<file path="src/rtl/lsu_pkg.sv">
// lsu_pkg: shared encodings for the parametrised load/store unit.
// Op codes, error codes, FSM states and access helpers.
package lsu_pkg;

  localparam logic [3:0] LSU_LB   = 4'd0;
  localparam logic [3:0] LSU_LH   = 4'd1;
  localparam logic [3:0] LSU_LW   = 4'd2;
  localparam logic [3:0] LSU_LBU  = 4'd3;
  localparam logic [3:0] LSU_LHU  = 4'd4;
  localparam logic [3:0] LSU_SB   = 4'd5;
  localparam logic [3:0] LSU_SH   = 4'd6;
  localparam logic [3:0] LSU_SW   = 4'd7;
  localparam logic [3:0] LSU_NONE = 4'd8;
  localparam logic [3:0] LSU_LD   = 4'd9;
  localparam logic [3:0] LSU_LWU  = 4'd10;
  localparam logic [3:0] LSU_SD   = 4'd11;

  localparam logic [1:0] ERR_OK       = 2'b00;
  localparam logic [1:0] ERR_MISALIGN = 2'b01;
  localparam logic [1:0] ERR_BUS      = 2'b10;

  typedef enum logic [2:0] {
    S_IDLE,
    S_AR,
    S_R,
    S_AWW,
    S_B,
    S_RESP
  } lsu_state_t;

  function automatic logic [2:0] size_of(input logic [3:0] op);
    case (op)
      LSU_LH, LSU_LHU, LSU_SH: return 3'd1;
      LSU_LW, LSU_LWU, LSU_SW: return 3'd2;
      LSU_LD, LSU_SD:          return 3'd3;
      default:                 return 3'd0;
    endcase
  endfunction

  function automatic logic is_load(input logic [3:0] op);
    return op inside {LSU_LB, LSU_LH, LSU_LW, LSU_LBU,
                      LSU_LHU, LSU_LD, LSU_LWU};
  endfunction

  function automatic logic is_store(input logic [3:0] op);
    return op inside {LSU_SB, LSU_SH, LSU_SW, LSU_SD};
  endfunction

  // SLVERR and DECERR both count as a bus error
  function automatic logic bus_err(input logic [1:0] resp);
    return resp inside {2'b10, 2'b11};
  endfunction

endpackage

</file>
<file path="src/rtl/lsu_axi_param_lane_align.sv">
// lsu_lane_align: byte-lane steering between register and bus.
// Load extract/extend and store shift/strobe generation.
module lsu_lane_align
  import lsu_pkg::*;
#(
  parameter int DATA_W = 32,
  parameter int STRB_W = DATA_W / 8,
  parameter int OFF_W  = $clog2(STRB_W)
) (
  input  logic [3:0]        i_op,
  input  logic [OFF_W-1:0]  i_off,
  input  logic [DATA_W-1:0] i_rdata,
  input  logic [DATA_W-1:0] i_wdata,
  output logic [DATA_W-1:0] o_ldata,
  output logic [DATA_W-1:0] o_wdata,
  output logic [STRB_W-1:0] o_wstrb
);

  logic [OFF_W+2:0]  w_bits;
  logic [DATA_W-1:0] w_rsh;
  logic [7:0]        w_mask;

  assign w_bits = {i_off, 3'b000};
  assign w_rsh  = i_rdata >> w_bits;

  // pick the addressed lane and sign/zero extend it
  always_comb begin
    o_ldata = w_rsh;
    case (i_op)
      LSU_LB:  o_ldata = DATA_W'(signed'(w_rsh[7:0]));
      LSU_LH:  o_ldata = DATA_W'(signed'(w_rsh[15:0]));
      LSU_LW:  o_ldata = DATA_W'(signed'(w_rsh[31:0]));
      LSU_LBU: o_ldata = DATA_W'(w_rsh[7:0]);
      LSU_LHU: o_ldata = DATA_W'(w_rsh[15:0]);
      LSU_LWU: o_ldata = DATA_W'(w_rsh[31:0]);
      default: o_ldata = w_rsh;
    endcase
  end

  // byte mask for the access size before lane shift
  always_comb begin
    case (size_of(i_op))
      3'd0:    w_mask = 8'h01;
      3'd1:    w_mask = 8'h03;
      3'd2:    w_mask = 8'h0F;
      default: w_mask = 8'hFF;
    endcase
  end

  assign o_wdata = i_wdata << w_bits;
  assign o_wstrb = STRB_W'(w_mask) << i_off;

endmodule

</file>
<file path="src/rtl/lsu_axi_param.sv">
// lsu_axi_param: single-beat AXI load/store unit, EXU to WBU.
// Traps misalignment locally, reports bus errors, holds under backpressure.
module lsu_axi_param
  import lsu_pkg::*;
#(
  parameter int ADDR_W = 32,
  parameter int DATA_W = 32,
  parameter int STRB_W = DATA_W / 8
) (
  input  logic              clock,
  input  logic              reset,
  input  logic              in_valid,
  output logic              in_ready,
  input  logic [3:0]        in_op,
  input  logic [ADDR_W-1:0] in_addr,
  input  logic [DATA_W-1:0] in_wdata,
  output logic              out_valid,
  input  logic              out_ready,
  output logic [DATA_W-1:0] out_rdata,
  output logic [1:0]        out_err,
  output logic              arvalid,
  input  logic              arready,
  output logic [ADDR_W-1:0] araddr,
  output logic [2:0]        arsize,
  input  logic              rvalid,
  output logic              rready,
  input  logic [DATA_W-1:0] rdata,
  input  logic [1:0]        rresp,
  output logic              awvalid,
  input  logic              awready,
  output logic [ADDR_W-1:0] awaddr,
  output logic [2:0]        awsize,
  output logic              wvalid,
  input  logic              wready,
  output logic [DATA_W-1:0] wdata,
  output logic [STRB_W-1:0] wstrb,
  input  logic              bvalid,
  output logic              bready,
  input  logic [1:0]        bresp
);

  localparam int OFF_W = $clog2(STRB_W);

  lsu_state_t        r_state;
  logic [3:0]        r_op;
  logic [OFF_W-1:0]  r_off;
  logic              r_in_ready;
  logic              r_out_valid;
  logic [DATA_W-1:0] r_rdata;
  logic [1:0]        r_err;
  logic              r_arvalid;
  logic [ADDR_W-1:0] r_araddr;
  logic [2:0]        r_arsize;
  logic              r_rready;
  logic              r_awvalid;
  logic [ADDR_W-1:0] r_awaddr;
  logic [2:0]        r_awsize;
  logic              r_wvalid;
  logic [DATA_W-1:0] r_wdata;
  logic [STRB_W-1:0] r_wstrb;
  logic              r_bready;

  logic [3:0]        w_op;
  logic [OFF_W-1:0]  w_off;
  logic [DATA_W-1:0] w_ldata;
  logic [DATA_W-1:0] w_sdata;
  logic [STRB_W-1:0] w_sstrb;
  logic [ADDR_W-1:0] w_align;
  logic [2:0]        w_size;
  logic              w_bad;
  logic              w_aw_done;
  logic              w_w_done;

  // steer on the live request while idle, on the held one after
  assign w_op    = (r_state == S_IDLE) ? in_op : r_op;
  assign w_off   = (r_state == S_IDLE) ? in_addr[OFF_W-1:0] : r_off;
  assign w_align = {in_addr[ADDR_W-1:OFF_W], {OFF_W{1'b0}}};
  assign w_size  = size_of(in_op);

  assign w_aw_done = !r_awvalid || awready;
  assign w_w_done  = !r_wvalid || wready;

  lsu_lane_align #(
    .DATA_W (DATA_W),
    .STRB_W (STRB_W),
    .OFF_W  (OFF_W)
  ) u_align (
    .i_op    (w_op),
    .i_off   (w_off),
    .i_rdata (rdata),
    .i_wdata (in_wdata),
    .o_ldata (w_ldata),
    .o_wdata (w_sdata),
    .o_wstrb (w_sstrb)
  );

  // trap misaligned, unknown and too-wide ops before any bus access
  always_comb begin
    w_bad = 1'b0;
    unique case (1'b1)
      (w_size == 3'd1): w_bad = in_addr[0];
      (w_size == 3'd2): w_bad = |in_addr[1:0];
      (w_size == 3'd3): w_bad = |in_addr[2:0];
      default:          w_bad = 1'b0;
    endcase
    if (DATA_W == 32 && in_op inside {LSU_LD, LSU_LWU, LSU_SD})
      w_bad = 1'b1;
    if (!is_load(in_op) && !is_store(in_op) && in_op != LSU_NONE)
      w_bad = 1'b1;
  end

  // request/response sequencing and AXI channel drive
  always_ff @(posedge clock or negedge reset) begin
    if (!reset) begin
      r_state     <= S_IDLE;
      r_op        <= LSU_NONE;
      r_off       <= '0;
      r_in_ready  <= 1'b0;
      r_out_valid <= 1'b0;
      r_rdata     <= '0;
      r_err       <= ERR_OK;
      r_arvalid   <= 1'b0;
      r_araddr    <= '0;
      r_arsize    <= '0;
      r_rready    <= 1'b0;
      r_awvalid   <= 1'b0;
      r_awaddr    <= '0;
      r_awsize    <= '0;
      r_wvalid    <= 1'b0;
      r_wdata     <= '0;
      r_wstrb     <= '0;
      r_bready    <= 1'b0;
    end else begin
      unique case (r_state)
        S_IDLE: begin
          r_in_ready <= 1'b1;
          if (in_valid && r_in_ready) begin
            r_in_ready <= 1'b0;
            r_op       <= in_op;
            r_off      <= in_addr[OFF_W-1:0];
            if (in_op == LSU_NONE || w_bad) begin
              r_state     <= S_RESP;
              r_out_valid <= 1'b1;
              r_rdata     <= '0;
              r_err       <= w_bad ? ERR_MISALIGN : ERR_OK;
            end else if (is_load(in_op)) begin
              r_state   <= S_AR;
              r_arvalid <= 1'b1;
              r_araddr  <= w_align;
              r_arsize  <= w_size;
            end else begin
              r_state   <= S_AWW;
              r_awvalid <= 1'b1;
              r_wvalid  <= 1'b1;
              r_awaddr  <= w_align;
              r_awsize  <= w_size;
              r_wdata   <= w_sdata;
              r_wstrb   <= w_sstrb;
            end
          end
        end
        S_AR: begin
          if (arready) begin
            r_arvalid <= 1'b0;
            r_rready  <= 1'b1;
            r_state   <= S_R;
          end
        end
        S_R: begin
          if (rvalid) begin
            r_rready    <= 1'b0;
            r_out_valid <= 1'b1;
            r_state     <= S_RESP;
            r_err       <= bus_err(rresp) ? ERR_BUS : ERR_OK;
            r_rdata     <= bus_err(rresp) ? '0 : w_ldata;
          end
        end
        S_AWW: begin
          if (w_aw_done && w_w_done) begin
            r_awvalid <= 1'b0;
            r_wvalid  <= 1'b0;
            r_bready  <= 1'b1;
            r_state   <= S_B;
          end else begin
            if (awready) r_awvalid <= 1'b0;
            if (wready)  r_wvalid  <= 1'b0;
          end
        end
        S_B: begin
          if (bvalid) begin
            r_bready    <= 1'b0;
            r_out_valid <= 1'b1;
            r_rdata     <= '0;
            r_err       <= bus_err(bresp) ? ERR_BUS : ERR_OK;
            r_state     <= S_RESP;
          end
        end
        S_RESP: begin
          if (out_ready) begin
            r_out_valid <= 1'b0;
            r_rdata     <= '0;
            r_err       <= ERR_OK;
            r_in_ready  <= 1'b1;
            r_state     <= S_IDLE;
          end
        end
        default: r_state <= S_IDLE;
      endcase
    end
  end

  assign in_ready  = r_in_ready;
  assign out_valid = r_out_valid;
  assign out_rdata = r_rdata;
  assign out_err   = r_err;
  assign arvalid   = r_arvalid;
  assign araddr    = r_araddr;
  assign arsize    = r_arsize;
  assign rready    = r_rready;
  assign awvalid   = r_awvalid;
  assign awaddr    = r_awaddr;
  assign awsize    = r_awsize;
  assign wvalid    = r_wvalid;
  assign wdata     = r_wdata;
  assign wstrb     = r_wstrb;
  assign bready    = r_bready;

endmodule
</file>
<file path="config.mk">
export PLATFORM = sky130hd
export DESIGN_NAME = lsu_axi_param
export DESIGN_NICKNAME = d
export VERILOG_FILES = /design/src/rtl/lsu_pkg.sv /design/src/rtl/lsu_axi_param_lane_align.sv /design/src/rtl/lsu_axi_param.sv
export SDC_FILE = /design/constraint.sdc
export NUM_CORES = 1
export LEC_CHECK = 0
export CAP_MARGIN = 15
export CORE_ASPECT_RATIO = 2
export CORE_MARGIN = 2
export CORE_UTILIZATION = 46
export DETAILED_ROUTE_END_ITERATION = 7
export PLACE_DENSITY = 0.86
export REMOVE_ABC_BUFFERS = 1
export SYNTH_ARGS = -nofsm -noshare
export SYNTH_HDL_FRONTEND = slang
export SYNTH_HIERARCHICAL = 1
export SYNTH_SLANG_ARGS = --single-unit
</file>
<file path="constraint.sdc">
create_clock -name clock -period 2.95 [get_ports clock]
set_clock_uncertainty 0.2 [all_clocks]
set_input_delay 0.59 -clock clock [delete_from_list [all_inputs] [get_ports clock]]
set_output_delay 0.59 -clock clock [all_outputs]
set_load 0.02 [all_outputs]
</file>
==> impl_metrics.json <==
{
  "coreArea_um2": 16190,
  "synth_enable_flop_cells": 0,
  "drt-wirelength-per-cell_um": 19.39,
  "worstRegToRegCells": 9,
  "crit_required_ns": 3.05,
  "io_pins": 260,
  "numCtsBuffers": 17,
  "synthSimpleGateAreaFrac_pct": 10.19,
  "synth_top_family_by_area": "multiplexers",
  "multiInputGateArea_um2": 3495,
  "cts.root.buffer_cell": "sky130_fd_sc_hd__clkbuf_16",
  "setup_slack_ns": 0.2584,
  "clock.fmax_mhz": 371.5,
  "nNetsFinal": 1027,
  "design.die.area_um2": 17520,
  "syn-mean-instance-area_um2": 11.58,
  "antenna_cells": 0,
  "final_setup_viols": 0,
  "synth.yosys.warnings": 6,
  "crit_path_category": "register to register",
  "fillerInstances": 1189,
  "synth_top_area_share_pct": 49.37,
  "tightest_slew_ns": 0.6967,
  "yosysUniqueCellTypes": 60,
  "vdd_drop_max_mv": 0.7452,
  "synth_flop_cell": "sky130_fd_sc_hd__dfrtp_1",
  "critPathLaunchType": "register",
  "dpl_worst_slack_ns": -0.01058,
  "synthArstFlopShare_pct": 100.0,
  "floorplan.die.height_um": 185.2,
  "worst_hold_path_type": "input port to asynchronous set/reset pin",
  "synth_xor_xnor_area_share_pct": 0.1160,
  "post_cts_buffers": 0,
  "failing_checks": "negative hold slack",
  "final_hold_violation_count": 21,
  "yosysSeqAreaShare_pct": 49.72,
  "starting_utilization_of_the_core_area_pct": 46.66,
  "critical_path_peak_fanout": 15,
  "cellPowerDensity_nw_per_um2": 1155,
  "post_cts_repair_resize_count": 0,
  "area.growth.synth_to_final_pct": 45.86,
  "timing_max_transition_violations_final": 0,
  "grt_remaining_overflow": 0,
  "dpl.cell_count": 1099,
  "slew_headroom_pct": 53.55,
  "synth-compound-area-share_pct": 14.43,
  "min_hold_slack_ns": -0.01582,
  "initial_antenna_violation_count": 0,
  "routabilityCongestion": 0.8487,
  "worstSetupEndpointType": "register",
  "grt_use_total_pct": 25.15,
  "synth_top_cells_by_count": "sky130_fd_sc_hd__dfrtp_1 (149), sky130_fd_sc_hd__mux2_1 (67), sky130_fd_sc_hd__nand2_1 (62)",
  "mappedNetlistArea_um2": 7552,
  "gr-usage-met2_pct": 45.56,
  "run_status": "complete, but fails checks",
  "grt_setup_unrepaired": "false",
  "drc_errors": 0,
  "post_synth_mux_area_share_pct": 20.92,
  "die_x_um": 94.61,
  "pin_count_of_the_biggest_net_entering_global_routing": 72,
  "dp_hpwl_um": 16010,
  "grt_pass1_vias": 6656,
  "drtAntennaViolNets": 0,
  "synth.most_common_cell": "sky130_fd_sc_hd__dfrtp_1",
  "number_of_buffers_inserted_for_hold_repair_after_clock_tree_synthesis": 0,
  "grt.busiest_layer": "met2",
  "synth.ff_latch_count": 150,
  "via_per_inst": 5.479,
  "area.sequential_um2": 3755,
  "clk-insertion-delay-late_ns": 0.42,
  "clock_tree_from_tritoncts": "built",
  "port-buffer-count": 251,
  "grt_first_pass_wirelength_um": 33950,
  "cts.reportedPaths.clkPinSlew_ns": 0.07,
  "grt_use_met1_pct": 26.58,
  "final_min_period_over_clock_period_pct": 91.24,
  "num_vias": 6197,
  "post_synth_main_area_contributors": "sky130_fd_sc_hd__dfrtp_1 (49%), sky130_fd_sc_hd__mux2_1 (10%), sky130_fd_sc_hd__mux2i_1 (5.6%), sky130_fd_sc_hd__mux2_2 (5.4%), sky130_fd_sc_hd__a22o_1 (3.8%)",
  "drt-initial-drc-count": 240,
  "final_cell_count_no_fill": 1131,
  "yosys.area_share.adder_pct": 0,
  "numClockSinks": 150,
  "fraction_of_final_layout_cells_with_drive_strength_greater_than_1_pct": 13.81,
  "globalRouteMet3Util_pct": 5.533,
  "timing.critical_path.arrival_ns": 2.80,
  "detail_route.wirelength_um": 21930,
  "first_pass_iters": 4,
  "cts-htree-levels": 4,
  "cell_count_after_synthesis": 652,
  "synth_top_cell_by_area": "sky130_fd_sc_hd__dfrtp_1",
  "clk_buf_depth": 2,
  "period_minus_slack_ns": 2.692,
  "p_leak_nw": 4.962,
  "fp-row-count": 66,
  "max_cap_viol_count": 0
}
==> power by group <==
part	switching (W)	internal, W
logic	0.00385	0.00329
registers	0.000481	0.00293
clock network	0.000916	0.00125
==> flip-flops by register name, summed over array words and instances (netlist names) <==
register and cells:
in_ready 1, bready 1, wdata 32, arsize 2
out_err 2, araddr 30, wvalid 1, out_valid 1
wstrb 4, out_rdata 32, awsize 2, awvalid 1
r_op 4, awaddr 30, r_state 3, rready 1
r_off 2, arvalid 1
==> layout by cell type, fill, tap and decap left out, types with 9 or more instances in the layout <==
cell	netlist	routed
sky130_fd_sc_hd__clkdlybuf4s50_1	0	250
sky130_fd_sc_hd__dfrtp_1	149	149
sky130_fd_sc_hd__mux2_1	67	67
sky130_fd_sc_hd__nand2_1	62	59
sky130_fd_sc_hd__mux2i_1	42	42
sky130_fd_sc_hd__mux2_2	36	36
sky130_fd_sc_hd__a22o_1	33	33
sky130_fd_sc_hd__o21ai_0	33	33
sky130_fd_sc_hd__buf_4	11	33
sky130_fd_sc_hd__nor2b_1	25	25
sky130_fd_sc_hd__a21oi_1	24	24
sky130_fd_sc_hd__nor2_1	19	19
sky130_fd_sc_hd__a211oi_1	17	17
sky130_fd_sc_hd__clkbuf_16	0	17
sky130_fd_sc_hd__and2_1	11	11
sky130_fd_sc_hd__o2bb2ai_1	9	9
==> area by class of cell <==
cell class,instances,area share [%]
clock buffers,21,4.271
inverters,6,0.2045
repair buffers,291,26.34
flip-flops and latches,150,34.09
well taps,204,2.317
multi-input cells,448,31.72
clock inverters,11,1.056
==> per-stage QoR <==
step | hold slack, ns | TNS (ns) | utilization, % | total power, W | cell area, um^2
after global routing | 0.03337 | 0 | 68.06 | 0.01344 | 11020
after floorplan | 0.09441 | -89.12 | - | 0.007354 | 7248
final | -0.01582 | 0 | 68.06 | 0.01272 | 11020
after detailed placement | 0.2737 | -0.01058 | 64.43 | 0.01052 | 10430
after CTS | 0.006205 | 0 | 68.06 | 0.01278 | 11020
after global placement | 0.2665 | 0 | 64.43 | 0.01033 | 10430
==> metal layers <==
metal / up-vias / wire (um)
met2: 228 / 11790
met4: 0 / 1049
met5: - / 0
met3: 65 / 1091
li1: 2874 / -
met1: 3030 / 7999
==> worst max-delay path, cell delays in order, from the launching register on <==
cell	delay, ns
sky130_fd_sc_hd__dfrtp_1	0.39
sky130_fd_sc_hd__or3_4	0.49
sky130_fd_sc_hd__nand2_1	0.14
sky130_fd_sc_hd__nand2_4	0.13
sky130_fd_sc_hd__buf_4	0.23
sky130_fd_sc_hd__nor2b_1	0.15
sky130_fd_sc_hd__o21ai_0	0.17
sky130_fd_sc_hd__a21oi_1	0.10
sky130_fd_sc_hd__o31a_1	0.29
sky130_fd_sc_hd__mux2_1	0.29
==> cells by family after synthesis <==
kind of cell	Yosys count
AOI/OAI and AO/OA	146
xor gates and xnor gates	1
buffers and inverters	59
DFF	150
muxes	145
other	1
and+or+nand+nor	150
==> path summary, 6_finish.rpt <==
path,start,endpoint,slack (ns)
max reg2reg,r_state[0],wstrb[2],0.26
max in group asynchronous,reset,awaddr[17],1.86
max,r_state[0],wstrb[2],0.26
min reg2reg,araddr[26],araddr[26],0.29
min,reset,wdata[13],-0.02
min in group clock,araddr[26],araddr[26],0.29
Power figures use the tool's default switching activity.
